$ cat src/rtl/dcache_controller.sv
// dcache_controller
//   Direct-mapped, write-back, write-allocate data cache: 16 lines of 256 bits
//   (eight 32-bit words). Hits complete in the request cycle. A miss with a
//   dirty victim writes the victim line back first. The missing line is then
//   fetched, installed in REFILL, and the held request finishes as a hit.
//
// Ports
//   clk_i           clock, rising edge
//   rst_i           asynchronous active-low reset (clears valid/dirty, state)
//   cpu_addr_i      CPU byte address (bits [1:0] ignored)
//   cpu_data_i      CPU store data
//   cpu_MemRead_i   load request
//   cpu_MemWrite_i  store request (wins when both requests are high)
//   cpu_data_o      load data on a read hit, otherwise 0
//   cpu_stall_o     CPU holds its request while high
//   mem_addr_o      line address to memory, bits [4:0] = 0
//   mem_data_o      victim line during writeback
//   mem_enable_o    memory request
//   mem_write_o     1 = write, 0 = read
//   mem_data_i      line from memory, valid the cycle after mem_ack_i
//   mem_ack_i       one-cycle completion pulse from memory
module dcache_controller (
    input  logic         clk_i,
    input  logic         rst_i,
    input  logic [31:0]  cpu_addr_i,
    input  logic [31:0]  cpu_data_i,
    input  logic         cpu_MemRead_i,
    input  logic         cpu_MemWrite_i,
    output logic [31:0]  cpu_data_o,
    output logic         cpu_stall_o,
    output logic [31:0]  mem_addr_o,
    output logic [255:0] mem_data_o,
    output logic         mem_enable_o,
    output logic         mem_write_o,
    input  logic [255:0] mem_data_i,
    input  logic         mem_ack_i
);

    typedef enum logic [1:0] {
        IDLE      = 2'd0,
        WRITEBACK = 2'd1,
        ALLOCATE  = 2'd2,
        REFILL    = 2'd3
    } state_t;

    state_t         state_reg;
    logic [15:0]    valid_reg;
    logic [15:0]    dirty_reg;
    logic [22:0]    tag_mem  [16];
    logic [255:0]   data_mem [16];

    logic [3:0]     index;
    logic [2:0]     word_sel;
    logic [22:0]    cpu_tag;
    logic           request;
    logic           is_write;
    logic           line_valid;
    logic           line_dirty;
    logic [22:0]    victim_tag;
    logic [255:0]   victim_line;
    logic [255:0]   merged_line;
    logic [31:0]    line_words [8];
    logic           hit;
    logic           unused_addr_bits;

    assign index            = cpu_addr_i[8:5];
    assign word_sel         = cpu_addr_i[4:2];
    assign cpu_tag          = cpu_addr_i[31:9];
    assign unused_addr_bits = ^cpu_addr_i[1:0];

    assign request     = cpu_MemRead_i | cpu_MemWrite_i;
    assign is_write    = cpu_MemWrite_i;
    assign line_valid  = valid_reg[index];
    assign line_dirty  = dirty_reg[index];
    assign victim_tag  = tag_mem[index];
    assign victim_line = data_mem[index];

    // Lookup is only meaningful in IDLE; in the other states the request is
    // being serviced and must keep stalling.
    assign hit = request & line_valid & (victim_tag == cpu_tag) & (state_reg == IDLE);

    // Split the addressed line into words and build the store-merged line.
    for (genvar gi = 0; gi < 8; gi++) begin : g_words
        assign line_words[gi] = victim_line[gi*32 +: 32];
        assign merged_line[gi*32 +: 32] =
            (word_sel == 3'(gi)) ? cpu_data_i : victim_line[gi*32 +: 32];
    end

    // Stall is masked during reset so an abandoned miss releases the CPU at once.
    assign cpu_stall_o = rst_i & request & ~hit;
    assign cpu_data_o  = (hit & ~is_write) ? line_words[word_sel] : 32'd0;

    always_comb begin
        mem_enable_o = 1'b0;
        mem_write_o  = 1'b0;
        mem_addr_o   = 32'd0;
        mem_data_o   = 256'd0;
        case (state_reg)
            WRITEBACK: begin
                mem_enable_o = 1'b1;
                mem_write_o  = 1'b1;
                mem_addr_o   = {victim_tag, index, 5'b0};
                mem_data_o   = victim_line;
            end
            ALLOCATE: begin
                mem_enable_o = 1'b1;
                mem_addr_o   = {cpu_tag, index, 5'b0};
            end
            default: ;
        endcase
    end

    // Control state plus per-line valid/dirty flags.
    always_ff @(posedge clk_i or negedge rst_i) begin
        if (!rst_i) begin
            state_reg <= IDLE;
            valid_reg <= 16'd0;
            dirty_reg <= 16'd0;
        end else begin
            case (state_reg)
                IDLE: begin
                    if (request && !hit) begin
                        state_reg <= (line_valid && line_dirty) ? WRITEBACK : ALLOCATE;
                    end else if (hit && is_write) begin
                        dirty_reg[index] <= 1'b1;
                    end
                end
                WRITEBACK: begin
                    if (mem_ack_i) state_reg <= ALLOCATE;
                end
                ALLOCATE: begin
                    if (mem_ack_i) state_reg <= REFILL;
                end
                REFILL: begin
                    valid_reg[index] <= 1'b1;
                    dirty_reg[index] <= 1'b0;
                    state_reg        <= IDLE;
                end
                default: state_reg <= IDLE;
            endcase
        end
    end

    // Tag and data arrays need no reset: valid_reg gates every use. Reset
    // forces IDLE with all lines invalid, so neither write can fire then.
    always_ff @(posedge clk_i) begin
        if (state_reg == REFILL) begin
            data_mem[index] <= mem_data_i;
            tag_mem[index]  <= cpu_tag;
        end else if (hit && is_write) begin
            data_mem[index] <= merged_line;
        end
    end

endmodule
$ cat config.mk
export PLATFORM = sky130hd
export DESIGN_NAME = dcache_controller
export DESIGN_NICKNAME = d
export VERILOG_FILES = /design/src/rtl/dcache_controller.sv
export SDC_FILE = /design/constraint.sdc
export NUM_CORES = 2
export LEC_CHECK = 0
export ABC_CLOCK_PERIOD_IN_PS = 37800
export CORE_MARGIN = 2
export CORE_UTILIZATION = 25
export DETAILED_ROUTE_END_ITERATION = 8
export PLACE_DENSITY_LB_ADDON = 0.1
export RECOVER_POWER = 50
export SLEW_MARGIN = 25
export SYNTH_ARGS = -nofsm -noshare
export SYNTH_HDL_FRONTEND = slang
export SYNTH_MEMORY_MAX_BITS = 65536
export SYNTH_SLANG_ARGS = --single-unit
$ cat constraint.sdc
create_clock -name clk_i -period 37.8 [get_ports clk_i]
set_input_delay 7.56 -clock clk_i [delete_from_list [all_inputs] [get_ports clk_i]]
set_output_delay 7.56 -clock clk_i [all_outputs]
set_load 0.02 [all_outputs]
==> results.json <==
{
  "hpwl_mm": 388,
  "yosysUniqueCellTypes": 71,
  "fp.dieArea_um2": 730000,
  "power.density_nw_per_um2": 55.6,
  "place_area_um2": 200000,
  "hold_class": "flip-flop to flip-flop",
  "first_pass_iters": 5,
  "tritoncts": "yes",
  "relSlewSlack_pct": -466,
  "synth_area_um2": 181000,
  "finalCritPeriodShare_pct": 73.6,
  "use_met1_pct": 23.5,
  "fin_area_um2": 215000,
  "cts-root-buf": "clkbuf_16",
  "layout_min_cycle_time_ns": 27.82,
  "clock_sinks": 4498,
  "track_usage_pct": 17.8,
  "io_pins": 648,
  "route.detailed.drc": 0,
  "drt_wl_total_mm": 665,
  "rows": 312,
  "antenna_found_initial": 150,
  "synth.area.top_cells": "edfxtp_1 (74%), mux4_2 (17%), mux2_4 (2.0%)",
  "num_vias": 88700,
  "drv_cap": 86,
  "rsz0062_at_grt": "false",
  "whs_ns": 0.470,
  "async_flop_share_pct": 0.756,
  "finalHoldViolCount": 0,
  "finalNonFillerCells": 18800,
  "die_w_um": 854,
  "post_cts_buffers": 0,
  "synth.top_cell.area_share_pct": 74.1,
  "cp.arrival_ns": 28.48,
  "post-synth-top-area-cell": "edfxtp_1",
  "synth_edf_count": 4464,
  "status": "complete, but fails checks",
  "grt_pass1_vias": 94400,
  "dp.cells": 17800,
  "netlist_top_cells_count": "edfxtp_1 (4464), mux4_2 (1390), mux2_2 (276)",
  "die_h_um": 854,
  "clock_path_buffers": 4,
  "startpoint_type": "primary input",
  "fin_util_pct": 29.8,
  "port_buffers": 640,
  "pre_cts_slack_ns": 14.80,
  "violations": "capacitance limit, slew limit",
  "hold_buffers": 0,
  "grt_start_max_net_pins": 117,
  "cts_buffers": 538,
  "power_mw": 12.0,
  "use_met3_pct": 2.34,
  "ys_ff_latch": 4498,
  "finalSetupTns_ns": 0,
  "yosysMostFrequentCell": "edfxtp_1",
  "p_leak_nw": 66.1,
  "skew_ns": 0.0594,
  "cp-end-kind": "flip-flop",
  "busiest_layer": "met2",
  "setup_slack_ns": 9.98,
  "ant_nets": 0,
  "slew_violations": 2901,
  "yosys_warnings": 0,
  "htreeDepth": 6,
  "via_per_inst": 4.73,
  "netlist_instances": 7750,
  "worst-path-max-fanout": 77,
  "synthToLayoutAreaGrowth_pct": 19.0,
  "clk_pin_slew_ns": 0.06,
  "clk_latency_ns": 1.07,
  "largest_reg_flops": 4096,
  "synthFlopType": "edfxtp_1",
  "peakVddDrop_mv": 0.0414,
  "worstSetupPathType": "primary input to flip-flop",
  "tightest_slew_ns": 8.49,
  "start_util_pct": 25.1,
  "grt_pass1_wl_mm": 885,
  "drive_gt1_share_pct": 30.0,
  "critPathRequiredTime_ns": 38.46,
  "detail_route.wl_per_cell_um": 35.4,
  "syn-mean-instance-area_um2": 23.3,
  "nets": 9059,
  "cts-resized-gates": 0,
  "seq_area_frac_synth_pct": 74.6,
  "place_congestion": 0.744,
  "grt_overflow": 0,
  "core_um2": 721000,
  "setup_viol": 0,
  "drt_iter0_markers": 7873,
  "fmax_mhz": 35.9,
  "gr-usage-met2_pct": 31.5
}
layout make-up:
class	instances	area (µm²)
fill	70000	506000
clock inverter	263	2100
antenna	62	155
tap	9577	12000
sequential	4498	135000
inverter	16	67.6
timing repair buffer	898	8210
multi-input combinational	2777	43400
clock buffer	686	14400
kinds of logic (layout without fill, tap and decap cells):
kind of cell,count (synthesis),in the layout,synth area share [%]
muxes,1996,1996,21.5
buffers and inverters,479,1863,1.24
adders and majority gates,5,5,0.0346
and+or+nand+nor,518,518,1.58
DFF,4498,4498,74.6
other,1,67,0.00207
xor gates and xnor gates,28,28,0.136
AOI/OAI and AO/OA,225,225,0.861
metal layers:
layer	wire length, µm	vias to the layer above
li1	-	35300
met1	283000	50200
met2	339000	2449
met3	28500	725
met4	14900	24
met5	147	-
cell usage in the layout, fill, tap and decap left out, types with 10 or more instances in the layout:
cell type           n
mux2_1            125
edfxtp_1         4464
a31oi_1            39
clkinv_2           75
clkbuf_1          227
a22oi_1            25
inv_6              20
a21boi_0           15
o21ai_0            18
and2_1            264
nand2_1            81
xnor2_1            18
mux4_2           1390
bufinv_16          22
buf_2              18
clkinv_1          116
o211ai_1           10
inv_1              14
or2_2              18
nor2_4             10
dfrtp_1            34
o22ai_1            63
nor2_1             65
clkdlybuf4s50_1   591
mux2_4            131
diode_2            62
mux2_2            276
clkbuf_16         555
mux2i_1            73
or4_1              14
buf_12             17
nor2b_1            17
dlygate4sd3_1      22
clkinv_8           11
nand3_1            17
buf_4             138
xor2_1             10
final timing paths:
kind	cells after the start	end	slack [ns]	start
worst max-delay path	15	data_mem[1][31]$_DFFE_PP_	9.98	cpu_addr_i[6]
worst min-delay path	1	valid_reg[1]$_DFFE_PN0P_	0.47	valid_reg[1]$_DFFE_PN0P_
worst max register to register	13	data_mem[1][31]$_DFFE_PP_	24.03	tag_mem[10][17]$_DFFE_PP_
worst min register to register	1	valid_reg[1]$_DFFE_PN0P_	0.47	valid_reg[1]$_DFFE_PN0P_
max in group asynchronous	1	async pin	29.36	rst_i
min in group asynchronous	1	valid_reg[5]$_DFFE_PN0P_	7.18	rst_i
worst max-delay path, cell delays in order:
cell	delay, ns
clkbuf_1	4.89
clkbuf_1	2.17
and2_0	1.12
a22oi_1	0.17
nand2_1	0.33
o2111ai_1	0.26
o311ai_0	0.40
o311a_1	0.40
and4b_1	0.52
o21ai_0	0.14
clkbuf_1	0.24
nor2_1	1.00
clkbuf_1	2.47
clkbuf_1	5.07
buf_4	1.27
report_power, final:
| part | switching, mW | internal [mW] |
|---|---|---|
| registers | 0.0290 | 5.64 |
| logic | 0.868 | 0.501 |
| clock network | 2.09 | 2.84 |
No activity file was read; power rests on OpenSTA's default activity.
